===== config.mk =====
export PLATFORM = sky130hd
export DESIGN_NAME = fetch_unit
export DESIGN_NICKNAME = d
export VERILOG_FILES = /design/src/rtl/fetch_unit.sv
export SDC_FILE = /design/constraint.sdc
export NUM_CORES = 1
export LEC_CHECK = 0
export BUFFER_PORTS_ARGS = -buffer_cell sky130_fd_sc_hd__buf_2
export CAP_MARGIN = 20
export CORE_UTILIZATION = 41
export CTS_CLUSTER_SIZE = 40
export DETAILED_ROUTE_END_ITERATION = 16
export GPL_ROUTABILITY_DRIVEN = 0
export PLACE_DENSITY = 0.77
export SLEW_MARGIN = 10
export SYNTH_ARGS = -nofsm -noshare
export SYNTH_HDL_FRONTEND = slang
export SYNTH_SLANG_ARGS = --single-unit

===== constraint.sdc =====
create_clock -name clk -period 6.15 [get_ports clk]
set_input_delay 0 -clock clk [delete_from_list [all_inputs] [get_ports clk]]
set_output_delay 0 -clock clk [all_outputs]
set_load 0.01 [all_outputs]

===== src/rtl/fetch_unit.sv =====
// rtl/fetch_unit.sv - instruction fetch: PC, req/gnt/rvalid issue, prefetch FIFO, redirect flush.
// Optional misaligned-redirect trap enabled by defining FETCH_MISALIGN_TRAP_EN.
module fetch_unit #(
  parameter logic [31:0] RESET_PC        = 32'h0000_0000,
  parameter int          FIFO_DEPTH      = 2,
  parameter int          MAX_OUTSTANDING = 2
) (
  input  logic        clk,
  input  logic        reset,
  output logic        imem_req_o,
  output logic [31:0] imem_addr_o,
  input  logic        imem_gnt_i,
  input  logic        imem_rvalid_i,
  input  logic [31:0] imem_rdata_i,
  input  logic        ready_i,
  input  logic        pc_v_x,
  input  logic [31:0] pc_x,
  output logic        inst_v_o,
  output logic [31:0] inst_o,
  output logic [31:0] pc_o,
  output logic        fault_o,
  output logic [31:0] fault_pc_o
);
  localparam int PW = $clog2(FIFO_DEPTH);
  localparam int CW = $clog2(FIFO_DEPTH + 1);
  localparam int OW = $clog2(MAX_OUTSTANDING + 1);

  logic [31:0]   fetch_pc, resp_pc;
  logic [63:0]   fifo_mem [FIFO_DEPTH];
  logic [PW-1:0] rd_ptr, wr_ptr;
  logic [CW-1:0] fifo_count;
  logic [OW-1:0] live_cnt, drop_cnt;
  logic          reset_q, halted;
  logic          grant, pop, resp_live, resp_drop, resp_any;
  logic [31:0]   redirect_pc;

  // Credits: FIFO room covers every live request, and total in-flight is bounded.
  assign imem_req_o  = !reset && !reset_q && !pc_v_x && !halted
                       && (int'(live_cnt) + int'(fifo_count) < FIFO_DEPTH)
                       && (int'(live_cnt) + int'(drop_cnt) < MAX_OUTSTANDING);
  assign imem_addr_o = fetch_pc;
  assign grant       = imem_req_o && imem_gnt_i;
  assign inst_v_o    = (fifo_count != '0) && !pc_v_x;
  assign pop         = inst_v_o && ready_i;
  assign resp_drop   = imem_rvalid_i && (drop_cnt != '0);
  assign resp_live   = imem_rvalid_i && (drop_cnt == '0) && (live_cnt != '0);
  assign resp_any    = resp_drop || resp_live;
  assign redirect_pc = pc_x & ~32'h3;
  assign {pc_o, inst_o} = fifo_mem[rd_ptr];

  always_ff @(posedge clk) begin
    if (!reset && !pc_v_x && resp_live)
      fifo_mem[wr_ptr] <= {resp_pc, imem_rdata_i};
  end

  always_ff @(posedge clk) begin
    reset_q <= reset;
    if (reset) begin
      fetch_pc   <= RESET_PC;
      resp_pc    <= RESET_PC;
      rd_ptr     <= '0;
      wr_ptr     <= '0;
      fifo_count <= '0;
      live_cnt   <= '0;
      drop_cnt   <= '0;
`ifdef FETCH_MISALIGN_TRAP_EN
      halted     <= 1'b0;
      fault_o    <= 1'b0;
      fault_pc_o <= '0;
`endif
    end else if (pc_v_x) begin
      // Everything still in flight becomes wrong-path; the response in this cycle is already discarded.
      rd_ptr     <= '0;
      wr_ptr     <= '0;
      fifo_count <= '0;
      fetch_pc   <= redirect_pc;
      resp_pc    <= redirect_pc;
      live_cnt   <= '0;
      drop_cnt   <= drop_cnt + live_cnt - OW'(resp_any);
`ifdef FETCH_MISALIGN_TRAP_EN
      if (pc_x[1:0] != 2'b00) begin
        halted     <= 1'b1;
        fault_o    <= 1'b1;
        fault_pc_o <= pc_x;
      end
`endif
    end else begin
      if (grant)
        fetch_pc <= fetch_pc + 32'd4;
      if (resp_drop)
        drop_cnt <= drop_cnt - OW'(1);
      if (resp_live) begin
        wr_ptr  <= wr_ptr + PW'(1);
        resp_pc <= resp_pc + 32'd4;
      end
      if (pop)
        rd_ptr <= rd_ptr + PW'(1);
      live_cnt   <= live_cnt + OW'(grant) - OW'(resp_live);
      fifo_count <= fifo_count + CW'(resp_live) - CW'(pop);
    end
  end

`ifndef FETCH_MISALIGN_TRAP_EN
  assign halted     = 1'b0;
  assign fault_o    = 1'b0;
  assign fault_pc_o = '0;
`endif

  // A response with nothing outstanding is a memory protocol error; its data is ignored.
  always_ff @(posedge clk) begin
    if (!reset && imem_rvalid_i)
      assert (live_cnt != '0 || drop_cnt != '0);
  end
endmodule


-- Word-level counts from Yosys, hierarchy flattened
Memory sizes are Yosys's and may differ from the RTL's. A register that Yosys moved wholly into a read port is not among the register bits.
Index checks and enable logic that the tools add are counted.
- add/subtract/negate cells: 13
- magnitude comparators: 2
- muxes and demuxes: 10
- reduce and logical (&&, ||, !) cells: 24
- operator list (operator ; number):
    $mux W32 ; 4
    $add A32 B3 Y32 const B ; 2
    $logic_and A1 B1 Y1 ; 12
    $reduce_bool A2 Y1 ; 6
    $add A2 B2 Y3 ; 2
    $lt A3 B2 Y1 const B ; 2
    $sub A2 B1 Y2 ; 3
    $add A2 B1 Y2 ; 2
    $mux W1 ; 4
    $mux W2 ; 2
    $logic_not A1 Y1 ; 3
    $add A1 B1 Y1 const B ; 2
    $add A2 B2 Y2 ; 1
    $logic_not A2 Y1 ; 1
    $reduce_or A2 Y1 ; 1
    $sub A2 B1 Y2 const B ; 1
    $logic_or A1 B1 Y1 ; 1
- bits in registers: 73
- bits in writable memories: 128
- output and inout port bits: 131
- logic and storage cells: 60
- memories: 1
- memory list (name ; depth ; bits a word ; read ports ; clocked after Yosys merged registers in ; write ports ; line ; source):
    fifo_mem ; 2 ; 64 ; 1 ; 1 ; 1 ; 29 ; logic [63:0] fifo_mem [FIFO_DEPTH];

-- Longest topological paths before layout
Gate-level depths: netlist of run 1.
- word-level depth: 8
- mapped depth: 12
- depth with buffers taken out: 11

-- Worst setup path before layout of run 1
No wires, ideal clock.
- kind: flip-flop to flip-flop
- start point: register drop_cnt[0]
- end point: memory fifo_mem[0][0] (enable)
- arrival time: 5.242 ns
- setup slack: 0.349 ns
- stages on the path, launching flop included: 7
- buffers on the path: 1
- period minus slack after synthesis: 5.801 ns
- cells stage by stage: dfxtp_1 -> inv_1 -> ha_1 -> o211a_1 -> buf_2 -> inv_1 -> nor3_1
- cells in the longest elaborated chain, start to end: 6
- RTL lines (item ; line ; source):
    start, declared ; 32 ; logic [OW-1:0] live_cnt, drop_cnt;
    start signal, assigned ; 79 ; drop_cnt <= drop_cnt + live_cnt - OW'(resp_any);
    start signal, assigned ; 91 ; drop_cnt <= drop_cnt - OW'(1);
    $logic_not A2 Y1 ; 46 ; assign resp_live = imem_rvalid_i && (drop_cnt == '0) && (live_cnt != '0);
    $logic_and A1 B1 Y1 (2 in a row) ; 46 ;
    $logic_and A1 B1 Y1 ; 52 ; if (!reset && !pc_v_x && resp_live)
    $mux W1 ; 52 ;
    $mux W1 (not written as such) ; 53 ; fifo_mem[wr_ptr] <= {resp_pc, imem_rdata_i};
    end, declared ; 29 ;
No other way between the ends.

-- Worst setup path after layout of run 1
- start point: register live_cnt[0]
- end point: register live_cnt[1]
- cells in the longest elaborated chain, start to end: 7
- elaborated cells on any way between the ends: 11
- classes of those cells: add/sub: 4; order compare: 2; reduce/logical: 5
- RTL lines (item ; line ; source):
    start, declared ; 32 ;
    start signal, assigned ; 98 ; live_cnt <= live_cnt + OW'(grant) - OW'(resp_live);
    $add A2 B2 Y3 ; 39 ; && (int'(live_cnt) + int'(fifo_count) < FIFO_DEPTH)
    $lt A3 B2 Y1 ; 39 ;
    $logic_and A1 B1 Y1 ; 39 ;
    $logic_and A1 B1 Y1 ; 40 ; && (int'(live_cnt) + int'(drop_cnt) < MAX_OUTSTANDING);
    $logic_and A1 B1 Y1 ; 42 ; assign grant = imem_req_o && imem_gnt_i;
    $add A2 B1 Y2 ; 98 ;
    $sub A2 B1 Y2 (*) ; 98 ;
Mark *: on every way between the ends. The rest lies on a longest branch, timed or not.
A chain may end at the register's enable or synchronous reset.

==> flow_metrics.env, run 1 <==
export IMPL_initial_core_util_pct=42.26
export IMPL_startpoint_type="flop"
export IMPL_rsz0062_at_grt="false"
export IMPL_power_density_nw_per_um2=265.6
export IMPL_end_kind="flop"
export IMPL_numCtsBuffers=17
export IMPL_power_leakage_nw=4.054
export IMPL_setup_tns_ns=0
export IMPL_hp_class="primary input to flop"
export IMPL_crit_fanout=27
export IMPL_dp_hpwl_mm=12.86
export IMPL_io_buffers=161
export IMPL_rows=52
export IMPL_vdd_drop_max_mv=0.2255
export IMPL_grt_usage_pct=18.28
export IMPL_clk_pin_slew_ns=0.07
export IMPL_yosysTopAreaCell="edfxtp_1"
export IMPL_power_internal_mw=2.231
export IMPL_worstSetupPathType="flop to flop"
export IMPL_p_comb_share_pct=7.4
export IMPL_grt_pass1_wl_mm=30.93
export IMPL_hold_ws_ns=0.01012
export IMPL_max_freq_ghz=0.2990
export IMPL_synthToLayoutAreaGrowth_pct=25.03
export IMPL_antennaDiodeCount=0
export IMPL_switching_share_pct=22.20
export IMPL_ys_ff_latch=194
export IMPL_worstSkewPairLatency_ns=0.43
export IMPL_dp_cells=1113
export IMPL_n_fill_cell=1768
export IMPL_finalNetCount=1004
export IMPL_clk_root_buffer_cell="clkbuf_16"
export IMPL_async_flop_share_pct=0
export IMPL_ctsHoldBuffers=60
export IMPL_ctsHtreeMaxLevel=4
export IMPL_fin_cells=1204
export IMPL_outcome="complete, no violations"
export IMPL_dieArea_um2=21640
export IMPL_grt_pass1_vias=5855
export IMPL_cap_viol_max_count=0
export IMPL_coreArea_um2=20430
export IMPL_setup_violations=0
export IMPL_ios=201
export IMPL_worstMarginPinSlew_ns=1.047
export IMPL_clk_path_buf_depth=2
export IMPL_clock_skew_ns=0.01198
export IMPL_cts_tree="yes"
export IMPL_die_w_um=147.1
export IMPL_final_period_utilization_pct=54.38
export IMPL_fp_dieH_um=147.1
export IMPL_vias=6263
export IMPL_drt_pass1_iter_count=5
export IMPL_grt_start_max_net_pins=64
export IMPL_cts_resized=0
export IMPL_yosysUniqueCellTypes=55
export IMPL_avgSynthCellArea_um2=12.14
export IMPL_drc=0
export IMPL_min_period_ns=3.344
export IMPL_antenna_found_initial=0
export IMPL_post_cts_buffers=0
export IMPL_clock_power_share_pct=41.8
export IMPL_yosys_warnings=0
export IMPL_synth_edf_count=124
export IMPL_synth_top_cell_area_share_pct=43.12
export IMPL_wl_per_cell_um=16.57
export IMPL_clock_sinks=194
export IMPL_synth_flop_cell="edfxtp_1"
export IMPL_ant_nets=0
export IMPL_routed_wl_mm=19.95
export IMPL_power_switching_uw=636.5
export IMPL_worstPathArrival_ns=3.67
export IMPL_gr_total_overflow=0
export IMPL_worstPathRequired_ns=6.47
export IMPL_syn_inst=711
export IMPL_seq_area_frac_synth_pct=59.35
export IMPL_pwr_share_seq_pct=50.8
export IMPL_r2r_setup_slack_ns=2.81
export IMPL_hold_violations=0
export IMPL_viasPerCell=5.202
export IMPL_drtIter0Drc=440
export IMPL_slew_viol_final=0
export IMPL_maxSlewHeadroom_pct=30.09
export IMPL_synth_area_leaders="edfxtp_1 (43%), dfxtp_1 (16%), mux2_2 (8.1%)"
export IMPL_drive_gt1_share_pct=28.69
export IMPL_netlist_area_um2=8635
==> cells in the mapped netlist (all sizes together), types with 2 or more instances <==
master / count
xnor2: 20
or4: 5
nand3: 25
or3: 10
and2: 14
inv: 18
a221oi: 2
a21o: 3
mux2i: 3
nor4: 8
and3: 7
clkbuf: 31
nor2: 49
a21oi: 26
nor2b: 3
fa: 2
ha: 10
edfxtp: 124
nand4: 21
o21ai: 14
xor2: 23
a211oi: 19
mux2: 62
o21bai: 2
a21boi: 11
a31oi: 15
nor3: 14
buf: 39
nand2: 32
dfxtp: 70
a22oi: 3
o211ai: 4
and4: 7
==> state kept, by name, indices dropped and copies added, names as in the netlist, named ones only <==
register and count:
wr_ptr 1, imem_addr_o 30, drop_cnt 2, fifo_mem 124
fifo_count 2, live_cnt 2, reset_q 1, rd_ptr 1
resp_pc 30
==> layout by cell type (no fill, tap or decap), types with 9 or more instances in the layout <==
| cell | n |
|---|---|
| a211oi_1 | 19 |
| a21boi_0 | 11 |
| a21oi_1 | 26 |
| a31oi_1 | 15 |
| and2_1 | 13 |
| buf_2 | 161 |
| clkbuf_16 | 17 |
| conb_1 | 37 |
| dfxtp_1 | 69 |
| dlygate4sd3_1 | 60 |
| edfxtp_1 | 124 |
| ha_1 | 10 |
| inv_1 | 16 |
| mux2_2 | 62 |
| nand2_1 | 32 |
| nand3_1 | 25 |
| nand4_1 | 21 |
| nor2_1 | 48 |
| nor3_1 | 13 |
| o21ai_0 | 14 |
| or3_1 | 9 |
| xnor2_1 | 20 |
| xor2_1 | 23 |
==> layer usage <==
layer | GRT usage, % | wire length (µm)
met1 | 24.91 | 8851
met5 | 0 | 0
met4 | 7.732 | 368
met2 | 28.82 | 9324
met3 | 3.012 | 1406
==> per-stage QoR <==
step	utilization, %	total power, mW	worst slack [ns]	cell area (µm²)
floorplan	-	1.603	0.3492	8770
global placement	46.78	1.656	2.878	9558
detailed placement	46.78	1.665	2.849	9558
CTS	52.84	2.883	2.801	10800
global route	52.84	2.967	2.610	10800
finish	52.84	2.867	2.806	10800
==> kinds of logic (layout without fill, tap and decap cells) <==
logic type / Yosys count / count (layout) / synth area share [%]
simple gates: 201 / 201 / 12.32
flops: 194 / 194 / 59.35
compound gates: 107 / 107 / 8.086
buf+inv: 88 / 275 / 5.492
mux: 65 / 65 / 8.434
xor+xnor: 43 / 43 / 4.362
fa+ha+maj: 12 / 12 / 1.913
other cells: 1 / 37 / 0.04343
==> area by class of cell <==
| class | count | area [µm²] | share of cell area (%) |
|---|---|---|---|
| Sequential cell | 194 | 5126 | 47.48 |
| Inverter | 18 | 67.56 | 0.6259 |
| Tap cell | 270 | 337.8 | 3.129 |
| Clock inverter | 14 | 211.5 | 1.959 |
| Timing Repair Buffer | 226 | 1444 | 13.37 |
| Multi-Input combinational cell | 465 | 3183 | 29.49 |
| Clock buffer | 17 | 425.4 | 3.941 |
==> power groups by stage <==
stage                     clock network, mW  logic (mW)  registers [mW]
after global routing                   1.27       0.233            1.46
after CTS                              1.22       0.210            1.46
after floorplan                           0       0.123            1.48
after global placement                    0       0.172            1.48
after detailed placement                  0       0.179            1.49
final                                  1.20       0.212            1.46
==> critical path, stage by stage (launching register included) <==
cell and delay [ns]:
dfxtp_1 0.45, and2_1 0.18, fa_1 0.45, or4b_1 0.61, nor2_4 0.31, inv_2 0.29, ha_1 0.36, inv_1 0.04
ha_1 0.17, xor2_1 0.15, xnor2_1 0.16, nor2_1 0.05
==> final timing paths <==
path,startpoint,cells past startpoint,to
worst min-delay path,ready_i,4,rd_ptr
worst min register to register,imem_addr_o[21],1,imem_addr_o[21]
worst max-delay path,live_cnt[0],11,live_cnt[1]
worst max register to register,live_cnt[0],11,live_cnt[1]
Power figures use the tool's default switching activity.
==> inputs of run 2 (changes only) <==
- PLACE_DENSITY: 0.77 -> 0.75
- clock period: 6.15 -> 3.15 ns (I/O delays scaled with it)
==> flow_metrics.env, run 2 (synthesis results as in run 1) <==
export IMPL_io_buffers=161
export IMPL_largest_reg_flops=124
export IMPL_r2r_setup_slack_ns=0.22
export IMPL_outcome="complete, no violations"
export IMPL_clock_skew_ns=0.01017
export IMPL_ant_nets=0
export IMPL_multi_input_area_um2=3189
export IMPL_initial_core_util_pct=42.26
export IMPL_setup_tns_ns=0
export IMPL_n_fill_cell=1757
export IMPL_grt_start_max_net_pins=50
export IMPL_dieArea_um2=21640
export IMPL_drive_gt1_share_pct=29.28
export IMPL_gr_total_overflow=0
export IMPL_slew_viol_final=0
export IMPL_top_register="fifo_mem"
export IMPL_grt_pass1_vias=5742
export IMPL_power_internal_mw=4.209
export IMPL_switching_share_pct=22.14
export IMPL_drtIter0Drc=494
export IMPL_synthToLayoutAreaGrowth_pct=26.53
export IMPL_routed_wl_mm=19.94
export IMPL_numCtsBuffers=17
export IMPL_min_from="ready_i"
export IMPL_startpoint_type="flop"
export IMPL_setup_slack_ns=0.2224
export IMPL_r2r_end="imem_addr_o[25]"
export IMPL_hp_class="primary input to flop"
export IMPL_r2r_cells=7
export IMPL_cap_viol_max_count=0
export IMPL_seqCellArea_um2=5126
export IMPL_holdPathStages=4
export IMPL_mostFrequentLayoutCells="buf_2 (161), edfxtp_1 (124), dfxtp_1 (69)"
export IMPL_reg2reg_from="live_cnt[1]"
export IMPL_grt_usage_pct=18.46
export IMPL_crit_chain="fa_1, or4b_1, nor2_4, inv_2, or3_4, or3_1, a31oi_1"
export IMPL_drt_pass1_iter_count=5
export IMPL_clock_sinks=194
export IMPL_final_common_cell="buf_2"
export IMPL_coreArea_um2=20430
export IMPL_rsz0062_at_grt="false"
export IMPL_wl_per_cell_um=16.40
export IMPL_path_buf_inv=1
export IMPL_antenna_found_initial=0
export IMPL_fp_dieH_um=147.1
export IMPL_dp_slack_ns=0.2514
export IMPL_die_w_um=147.1
export IMPL_clk_path_buf_depth=2
export IMPL_p_comb_share_pct=7.7
export IMPL_crit_fanout=17
export IMPL_setup_violations=0
export IMPL_pwr_share_seq_pct=52.7
export IMPL_grt_pass1_wl_mm=30.88
export IMPL_cts_tree="yes"
export IMPL_antennaDiodeCount=0
export IMPL_vdd_drop_max_mv=0.3646
export IMPL_clk_pin_slew_ns=0.07
export IMPL_power_leakage_nw=4.123
export IMPL_ctsHtreeMaxLevel=4
export IMPL_end_kind="flop"
export IMPL_power_switching_mw=1.197
export IMPL_drc=0
export IMPL_final_period_utilization_pct=92.94
export IMPL_vias=6325
export IMPL_worstSkewPairLatency_ns=0.42
export IMPL_ios=201
export IMPL_worstMarginPinSlew_ns=0.8589
export IMPL_crit_slowest_cell="or4b_1"
export IMPL_clk_root_buffer_cell="clkbuf_16"
export IMPL_worstPathRequired_ns=3.49
export IMPL_dp_hpwl_mm=13.59
export IMPL_worstSetupPathType="flop to flop"
export IMPL_critical_path_max_stage_delay_ns=0.61
export IMPL_hold_violations=0
export IMPL_power_density_nw_per_um2=494.8
export IMPL_rows=52
export IMPL_viasPerCell=5.201
export IMPL_critical_path_top_delay_family="simple AND/OR/NAND/NOR gates"
export IMPL_worstPathArrival_ns=3.27
export IMPL_maxSlewHeadroom_pct=42.74
export IMPL_finalNetCount=1015
export IMPL_clock_power_share_pct=39.7
export IMPL_min_period_ns=2.928
export IMPL_max_freq_ghz=0.3416
==> run 2: worst max path at each step <==
stage	startpoint	endpoint	cells after the start
after floorplan	drop_cnt[0]	fifo_mem[0][0]	6
after global placement	live_cnt[1]	live_cnt[1]	10
after detailed placement	live_cnt[1]	imem_addr_o[25]	7
after CTS	live_cnt[1]	imem_addr_o[25]	7
after global routing	live_cnt[1]	imem_addr_o[25]	7
final	live_cnt[1]	imem_addr_o[25]	7
==> run 2: layout make-up <==
type / instances / area share [%]
Sequential cell: 194 / 46.92
Multi-Input combinational cell: 465 / 29.19
Timing Repair Buffer: 237 / 14.70
Clock buffer: 25 / 4.833
Tap cell: 270 / 3.092
Clock inverter: 7 / 0.6413
Inverter: 18 / 0.6184
==> run 2: routing by layer <==
layer | share of wire (%) | wire length [µm] | vias to the layer above | track usage, %
li1 | - | - | 2994 | -
met1 | 44 | 8736 | 3019 | 24.92
met2 | 47 | 9284 | 279 | 29.10
met3 | 6.9 | 1384 | 33 | 3.137
met4 | 2.7 | 531 | 0 | 8.299
met5 | 0 | 0 | - | 0
==> run 2: through the flow <==
stage / hold WS [ns] / instances / utilization, % / power (mW) / cell area [µm²]
2_1_floorplan: 0.02772 / 747 / - / 3.129 / 8781
3_3_place_gp: 0.1870 / 1122 / 47.51 / 3.239 / 9707
3_5_place_dp: 0.1916 / 1122 / 47.51 / 3.252 / 9707
4_1_cts: 0.005614 / 1216 / 53.48 / 5.457 / 10930
5_1_grt: 0.03470 / 1216 / 53.48 / 5.609 / 10930
6_report: 0.02218 / 1216 / 53.48 / 5.406 / 10930
==> run 2: repair_timing <==
| action | in CTS | in global routing |
|---|---|---|
| endpoints found under the hold margin | 120 | 0 |
| hold buffers | 62 | 0 |
| resized for setup | 0 | 0 |
| setup buffers | 0 | 0 |
==> run 2: worst min-delay path, delay by kind of cell <==
family        cells  cell delay [ns]
xor+xnor          1             0.09
buf+inv           1             0.07
simple gates      2             0.25
==> run 2: power by group through the flow <==
stage | registers [mW] | logic, mW | clock network (mW)
2_1_floorplan | 2.89 | 0.241 | 0
3_3_place_gp | 2.90 | 0.342 | 0
3_5_place_dp | 2.90 | 0.352 | 0
4_1_cts | 2.84 | 0.414 | 2.20
5_1_grt | 2.86 | 0.456 | 2.30
6_report | 2.85 | 0.415 | 2.14
